[config.mk]
export PLATFORM = sky130hd
export DESIGN_NAME = oled_seq
export DESIGN_NICKNAME = d
export VERILOG_FILES = /design/src/rtl/oled_seq.sv
export SDC_FILE = /design/constraint.sdc
export NUM_CORES = 1
export LEC_CHECK = 0
export ABC_AREA = 1
export ABC_CLOCK_PERIOD_IN_PS = 2400
export CAP_MARGIN = 20
export CELL_PAD_IN_SITES_DETAIL_PLACEMENT = 1
export CELL_PAD_IN_SITES_GLOBAL_PLACEMENT = 1
export CORE_MARGIN = 5
export CORE_UTILIZATION = 44
export DETAILED_ROUTE_END_ITERATION = 8
export PLACE_DENSITY = 0.89
export RECOVER_POWER = 50
export SYNTH_ARGS = -nofsm -noshare
export SYNTH_HDL_FRONTEND = slang
export SYNTH_SLANG_ARGS = --single-unit
[constraint.sdc]
create_clock -name clk_i -period 2.4 [get_ports clk_i]
set_input_delay 0.6 -clock clk_i [delete_from_list [all_inputs] [get_ports clk_i]]
set_output_delay 0.6 -clock clk_i [all_outputs]
set_load 0.01 [all_outputs]
[src/rtl/oled_seq.sv]
// SSD1306 128x32 power/init sequencer feeding an SPI byte transmitter.
// Define OLED_SEQ_CLEAR_EN to blank GDDRAM (512 zero data bytes) before READY.
module oled_seq #(
  parameter int unsigned T_VDD_CYC    = 100000,
  parameter int unsigned T_RES_CYC    = 100,
  parameter int unsigned T_VBAT_CYC   = 10000000,
  parameter int unsigned SPI_BYTE_CYC = 100
) (
  input  logic       clk_i,
  input  logic       rst_ni,
  input  logic       power_on_i,
  input  logic       byte_valid_i,
  input  logic [7:0] byte_data_i,
  input  logic       byte_dc_i,
  output logic       byte_ready_o,
  output logic       powered_o,
  output logic       busy_o,
  output logic       spi_start_o,
  output logic [7:0] spi_data_o,
  input  logic       spi_ready_i,
  output logic       dc_o,
  output logic       res_no,
  output logic       vdd_no,
  output logic       vbat_no
);

  localparam logic [23:0] VDD_LD  = 24'(T_VDD_CYC - 1);
  localparam logic [23:0] RES_LD  = 24'(T_RES_CYC - 1);
  localparam logic [23:0] VBAT_LD = 24'(T_VBAT_CYC - 1);
  localparam logic [23:0] BYTE_LD = 24'(SPI_BYTE_CYC - 1);

`ifdef OLED_SEQ_CLEAR_EN
  localparam logic [3:0] LAST_B = 4'd13;
`else
  localparam logic [3:0] LAST_B = 4'd11;
`endif

  typedef enum logic [3:0] {
    OFF, VDD_WAIT, CMD_OFF, RES_LO, RES_HI,
    INIT_A, VBAT_WAIT, INIT_B, CLEAR, READY,
    XFER, DOWN_CMD, DOWN_WAIT
  } state_e;

  typedef enum logic [1:0] {
    B_IDLE, B_START, B_TAIL
  } bstate_e;

  function automatic logic [7:0] rom(input logic [3:0] a);
    case (a)
      4'd0:    rom = 8'hAE;
      4'd1:    rom = 8'h8D;
      4'd2:    rom = 8'h14;
      4'd3:    rom = 8'hD9;
      4'd4:    rom = 8'hF1;
      4'd5:    rom = 8'h81;
      4'd6:    rom = 8'h0F;
      4'd7:    rom = 8'hA1;
      4'd8:    rom = 8'hC8;
      4'd9:    rom = 8'hDA;
      4'd10:   rom = 8'h20;
      4'd11:   rom = 8'hAF;
      4'd12:   rom = 8'h20;
      default: rom = 8'h00;
    endcase
  endfunction

  state_e      state_q, state_d;
  logic [23:0] cnt_q, cnt_d;
  logic [3:0]  ptr_q, ptr_d;
  logic [7:0]  hold_q, hold_d;
  logic        hdc_q, hdc_d;
  logic        vdd_d, vbat_d, res_d, pwr_d;
  logic        req, req_dc, bdone, zero;
  logic [7:0]  req_data;

`ifdef OLED_SEQ_CLEAR_EN
  logic [9:0]  clr_q, clr_d;
`endif

  bstate_e     bst_q, bst_d;
  logic [23:0] bcnt_q, bcnt_d;
  logic        start_d, dc_d;
  logic [7:0]  data_d;

  assign zero         = (cnt_q == 24'd0);
  assign bdone        = (bst_q == B_TAIL) && spi_ready_i;
  assign byte_ready_o = (state_q == READY) && power_on_i;
  assign busy_o       = (state_q != OFF) && (state_q != READY);

  always_ff @(posedge clk_i or negedge rst_ni) begin
    if (!rst_ni) begin
      state_q   <= OFF;
      cnt_q     <= '0;
      ptr_q     <= '0;
      hold_q    <= '0;
      hdc_q     <= 1'b0;
      vdd_no    <= 1'b1;
      vbat_no   <= 1'b1;
      res_no    <= 1'b1;
      powered_o <= 1'b0;
`ifdef OLED_SEQ_CLEAR_EN
      clr_q     <= '0;
`endif
    end else begin
      state_q   <= state_d;
      cnt_q     <= cnt_d;
      ptr_q     <= ptr_d;
      hold_q    <= hold_d;
      hdc_q     <= hdc_d;
      vdd_no    <= vdd_d;
      vbat_no   <= vbat_d;
      res_no    <= res_d;
      powered_o <= pwr_d;
`ifdef OLED_SEQ_CLEAR_EN
      clr_q     <= clr_d;
`endif
    end
  end

  always_comb begin
    state_d  = state_q;
    cnt_d    = cnt_q;
    ptr_d    = ptr_q;
    hold_d   = hold_q;
    hdc_d    = hdc_q;
    vdd_d    = vdd_no;
    vbat_d   = vbat_no;
    res_d    = res_no;
    pwr_d    = powered_o;
    req      = 1'b0;
    req_data = rom(ptr_q);
    req_dc   = 1'b0;
`ifdef OLED_SEQ_CLEAR_EN
    clr_d    = clr_q;
`endif
    unique case (state_q)
      OFF: begin
        if (power_on_i) begin
          vdd_d   = 1'b0;
          cnt_d   = VDD_LD;
          state_d = VDD_WAIT;
        end
      end
      VDD_WAIT: begin
        if (zero) begin
          ptr_d   = 4'd0;
          state_d = CMD_OFF;
        end else begin
          cnt_d = cnt_q - 24'd1;
        end
      end
      CMD_OFF: begin
        req = 1'b1;
        if (bdone) begin
          res_d   = 1'b0;
          cnt_d   = RES_LD;
          ptr_d   = 4'd1;
          state_d = RES_LO;
        end
      end
      RES_LO: begin
        if (zero) begin
          res_d   = 1'b1;
          cnt_d   = RES_LD;
          state_d = RES_HI;
        end else begin
          cnt_d = cnt_q - 24'd1;
        end
      end
      RES_HI: begin
        if (zero) state_d = INIT_A;
        else      cnt_d   = cnt_q - 24'd1;
      end
      INIT_A: begin
        req = 1'b1;
        if (bdone) begin
          ptr_d = ptr_q + 4'd1;
          if (ptr_q == 4'd4) begin
            vbat_d  = 1'b0;
            cnt_d   = VBAT_LD;
            state_d = VBAT_WAIT;
          end
        end
      end
      VBAT_WAIT: begin
        if (zero) state_d = INIT_B;
        else      cnt_d   = cnt_q - 24'd1;
      end
      INIT_B: begin
        req = 1'b1;
        if (bdone) begin
          ptr_d = ptr_q + 4'd1;
          if (ptr_q == LAST_B) begin
`ifdef OLED_SEQ_CLEAR_EN
            clr_d   = '0;
            state_d = CLEAR;
`else
            pwr_d   = 1'b1;
            state_d = READY;
`endif
          end
        end
      end
`ifdef OLED_SEQ_CLEAR_EN
      CLEAR: begin
        req      = 1'b1;
        req_data = 8'h00;
        req_dc   = 1'b1;
        if (bdone) begin
          clr_d = clr_q + 10'd1;
          if (clr_q == 10'd511) begin
            pwr_d   = 1'b1;
            state_d = READY;
          end
        end
      end
`endif
      READY: begin
        if (!power_on_i) begin
          pwr_d   = 1'b0;
          state_d = DOWN_CMD;
        end else begin
          // accept cycle feeds the engine directly so start rises next cycle
          req      = byte_valid_i;
          req_data = byte_data_i;
          req_dc   = byte_dc_i;
          if (byte_valid_i) begin
            hold_d  = byte_data_i;
            hdc_d   = byte_dc_i;
            state_d = XFER;
          end
        end
      end
      XFER: begin
        req      = 1'b1;
        req_data = hold_q;
        req_dc   = hdc_q;
        if (bdone) state_d = READY;
      end
      DOWN_CMD: begin
        req      = 1'b1;
        req_data = 8'hAE;
        if (bdone) begin
          vbat_d  = 1'b1;
          cnt_d   = VBAT_LD;
          state_d = DOWN_WAIT;
        end
      end
      DOWN_WAIT: begin
        if (zero) begin
          vdd_d   = 1'b1;
          state_d = OFF;
        end else begin
          cnt_d = cnt_q - 24'd1;
        end
      end
      default: state_d = OFF;
    endcase
  end

  always_ff @(posedge clk_i or negedge rst_ni) begin
    if (!rst_ni) begin
      bst_q       <= B_IDLE;
      bcnt_q      <= '0;
      spi_start_o <= 1'b0;
      spi_data_o  <= '0;
      dc_o        <= 1'b0;
    end else begin
      bst_q       <= bst_d;
      bcnt_q      <= bcnt_d;
      spi_start_o <= start_d;
      spi_data_o  <= data_d;
      dc_o        <= dc_d;
    end
  end

  always_comb begin
    bst_d   = bst_q;
    bcnt_d  = bcnt_q;
    start_d = spi_start_o;
    data_d  = spi_data_o;
    dc_d    = dc_o;
    unique case (bst_q)
      B_IDLE: begin
        if (req && spi_ready_i) begin
          start_d = 1'b1;
          data_d  = req_data;
          dc_d    = req_dc;
          bcnt_d  = BYTE_LD;
          bst_d   = B_START;
        end
      end
      B_START: begin
        if (bcnt_q == 24'd0) begin
          start_d = 1'b0;
          bst_d   = B_TAIL;
        end else begin
          bcnt_d = bcnt_q - 24'd1;
        end
      end
      B_TAIL: begin
        if (spi_ready_i) bst_d = B_IDLE;
      end
      default: bst_d = B_IDLE;
    endcase
  end

endmodule

==> results.txt <==
----------------------------------------------------
[Global route]
  Remaining global-route overflow ... 0
  Wire length of the first global-routing pass ... 28.62 mm
  Via count of the first global-routing pass ... 5801
  Antenna violations before repair ... 0
  Pin count of the biggest net entering global routing ... 47
  All-Layer GR Usage ... roughly 25%

[Setup path]
  Launch point of the worst path ... state_q[0]
  Cell count of the worst reg-to-reg path ... 9
  Largest fanout on the critical path ... 4
  Worst setup SP type ... flip-flop
  Required @ worst endpoint ... 1.80 ns
  Worst Setup EP ... busy_o
  Arrival time reported for the critical path endpoint ... around 1.7 ns
  Startpoint of the worst register-to-register path ... bcnt_q[16]
  Worst flop-to-flop path endpoint ... bcnt_q[9]
  Worst Path Class, Setup ... flip-flop to primary output
  Endpoint class of the critical path ... primary output
  Reg2reg setup slack ... 0.20 ns

[Routing]
  DR top layer ... met4
  Initial DRT Pass Iterations ... 4
  Number of DRC violations after detailed-routing iteration 0 ... between 300 and 400
  Final Routed Wirelength ... roughly 17 mm
  Remaining antenna violation count ... 0
  Final routed wire length divided by cell count ... 17.81 um
  Length of routed met2 wiring ... 8.906 mm
  Routed via count divided by cell count ... 5.624
  Wire length on met3 ... about 660 um
  M1 wire length ... 7.288 mm
  Residual DRC ... 0
  Via count ... 5416

[STA]
  Fmax ... roughly 440 MHz
  Min cycle time layout ... about 2.3 ns
  Count of final max-slew check failures ... 0
  Worst slew margin ... 32.43%
  Unrepaired setup endpoints after global routing ... no
  Setup skew after layout ... between 0.006 and 0.007 ns
  Transition time of the tightest slew-check pin ... 1.013 ns
  Hold Vio Cnt, Final ... 0
  Setup total negative slack ... 0 ns
  Crit share post-route ... 95.61%
  Final setup fails ... 0

[Flow run]
  Reported max-cap violation count ... 0

[Floorplan]
  Die W ... around 120 um
  Total core area ... 11910 um^2
  Number of top-level design ports ... 30
  Starting density of the core ... 44.52%
  Die Y ... roughly 120 um
  Total number of placement rows ... 40
  Area enclosed by the die boundary ... 14350 um^2

[Pwr]
  Sequential power share ... 27.7%
  Internal power ... between 4000 and 5000 uW
  Power density over the cells ... 1331 nW/um^2
  Combinational cell fraction of total power ... 55.4%
  Static leakage ... about 0.0031 uW
  Clock Power Share ... ~17%
  Switch Pwr ... 4019 uW
  VDD IR max ... 705.9 uV
  Switch share ... 49.62%

[Yosys]
  Mean post-synth cell area ... 6.913 um^2
  Distinct cells, synth ... 45
  Count of warnings emitted by yosys ... 0
  Dominant cell type by area after synthesis ... dfrtp_1
  Top_reg_cell synth ... dfrtp_1
  Post-synth EDFFs ... 0
  Mapped Cells ... 767
  Yosys reg bits ... 81
  Combined area of all synthesized cells ... roughly 5300 um^2
  Post-synth ARST share ... 100.0%
  Post-synthesis net count ... a little under 800
  Fraction of the yosys area taken by sequential cells ... 38.30%
  Largest cells by area after synthesis ... dfrtp_1, nand2_1, nor2_1
  Fraction of synthesized cell area taken by the top area cell type ... 36.81%

[Placement]
  Total of buffers placed on input and output ports ... 29
  Area of placed instances ... 5801 um^2
  Final weighted congestion in routability-driven placement ... 0.9111
  DP HPWL ... 12.67 mm

[Clock network]
  Worst-Skew Late Latency ... 0.35 ns
  Clock-pin transition on the worst setup and hold timing paths ... 0.07 ns
  Post-CTS Hold Buffers ... 0
  Clock tree root driver cell ... clkbuf_16
  CTS tree ... done
  H-tree depth ... 3
  Number of sinks on the clock net ... 81
  Number of clock buffers inserted by TritonCTS ... 9
  Number of buffers on the longest clock path ... 2

[Cells and area]
  Total inserted antenna cells ... 0
  Post-layout nets ... 833
  Fin area ... 6087 um^2
  Share of cells above drive strength 1 ... 10.17%
  Layout Area Growth over Synthesis ... 14.79%

[Run status]
  Result of the run ... finished, final reports clean

[Worst hold path]
  Worst hold path class ... primary input to async pin

----------------------------------------------------
## worst max-delay path: stages, from the launching register on
cell	delay (ns)
dfrtp_1	0.39
buf_4	0.15
nor2_2	0.15
inv_1	0.12
nor2_4	0.17
nor2_1	0.07
dlygate4sd2_1	0.29
## cell usage in the layout (no fill, tap or decap), drive strengths merged
| cell | instances |
|---|---|
| clkdlybuf4s50 | 25 |
| dfrtp | 78 |
| buf | 14 |
| o211ai | 1 |
| nand3b | 2 |
| nor2 | 134 |
| o21bai | 2 |
| nand2 | 255 |
| nor3 | 5 |
| nor4 | 1 |
| ha | 8 |
| nand4 | 16 |
| or2 | 2 |
| a21oi | 22 |
| nand3 | 66 |
| clkbuf | 14 |
| clkinv | 4 |
| a22oi | 5 |
| o21a | 1 |
| a31oi | 1 |
| xor2 | 13 |
| inv | 76 |
| a211oi | 1 |
| xnor2 | 7 |
| a31o | 1 |
| and2 | 1 |
| dlygate4sd3 | 1 |
| dlygate4sd2 | 2 |
| mux2 | 4 |
| o21ai | 47 |
| o31ai | 2 |
| o22ai | 2 |
| dfstp | 3 |
## layout make-up
class / instances / area (um^2)
Clock buffer: 10 / 239.0
Clock inverter: 6 / 51.30
Fill cell: 1539 / 5824
Inverter: 74 / 280.3
Multi-Input combinational cell: 599 / 2885
Sequential cell: 81 / 2032
Tap cell: 147 / 183.9
Timing Repair Buffer: 46 / 415.4
## per-layer routing
metal | vias up | track usage (%)
met1 | 2728 | 29.82
met3 | 26 | 3.723
met4 | 0 | 10.45
met2 | 113 | 44.17
li1 | 2549 | -
met5 | - | 0
## sequential cells by signal (all words and copies together) (netlist names)
name	count
vbat_no	1
cnt_q	24
powered_o	1
bst_q	2
dc_o	1
ptr_q	4
hold_q	8
bcnt_q	24
spi_start_o	1
spi_data_o	8
state_q	4
vdd_no	1
res_no	1
hdc_q	1
## worst min-delay path by stage
| stage | from | endpoint |
|---|---|---|
| 6_report | rst_ni | bcnt_q[18] |
| 3_3_place_gp | hold_q[6] | hold_q[6] |
| 2_1_floorplan | rst_ni | bcnt_q[0] |
| 3_5_place_dp | hold_q[0] | hold_q[0] |
| 4_1_cts | rst_ni | bcnt_q[12] |
| 5_1_grt | rst_ni | bcnt_q[12] |
## power by group through the flow
| stage | clock [uW] | sequential [uW] | combinational [uW] |
|---|---|---|---|
| 6_report | 1370 | 2240 | 4490 |
| 5_1_grt | 1460 | 2300 | 4940 |
| 4_1_cts | 1390 | 2240 | 4460 |
| 3_5_place_dp | 0 | 2240 | 4340 |
| 3_3_place_gp | 0 | 2220 | 4070 |
| 2_1_floorplan | 0 | 2170 | 3070 |
## timing repair
action                     in CTS  in global routing
gates resized for setup         8                  0
buffers inserted                1                  0
hold endpoints to repair        0                  0
setup endpoints to repair       2                  0
## cells by family (layout without fill, tap and decap cells)
| group | Yosys count | after routing | synth area share (%) |
|---|---|---|---|
| muxes | 4 | 4 | 0.8494 |
| buffers and inverters | 87 | 136 | 7.527 |
| xor gates and xnor gates | 20 | 20 | 3.303 |
| adders and majority gates | 8 | 8 | 1.888 |
| AOI/OAI and AO/OA | 85 | 85 | 9.226 |
| DFF | 81 | 81 | 38.30 |
| and+or+nand+nor | 482 | 482 | 38.91 |
## metrics by stage
stage | cells | util [%] | power [uW] | hold slack [ns] | worst slack [ns]
6_report | 963 | 51.10 | 8100 | 0.4159 | 0.1054
5_1_grt | 963 | 51.10 | 8712 | 0.5096 | 0.02314
4_1_cts | 963 | 51.30 | 8090 | 0.2571 | 0.1521
3_5_place_dp | 946 | 48.70 | 6589 | 0.4704 | -0.01857
3_3_place_gp | 946 | 48.70 | 6283 | 0.4579 | 0.03060
2_1_floorplan | 767 | - | 5239 | 0.3044 | 0.6238
## cell usage after synthesis, drive strengths merged, types with 3 or more instances
cell / count
a22oi: 5
xor2: 13
mux2: 4
dfrtp: 78
inv: 74
buf: 12
o21ai: 47
nor3: 5
nand2: 255
a21oi: 22
nand3: 66
xnor2: 7
ha: 8
nand4: 16
nor2: 134
dfstp: 3
Note: power is estimated with default switching activity, not from simulation.
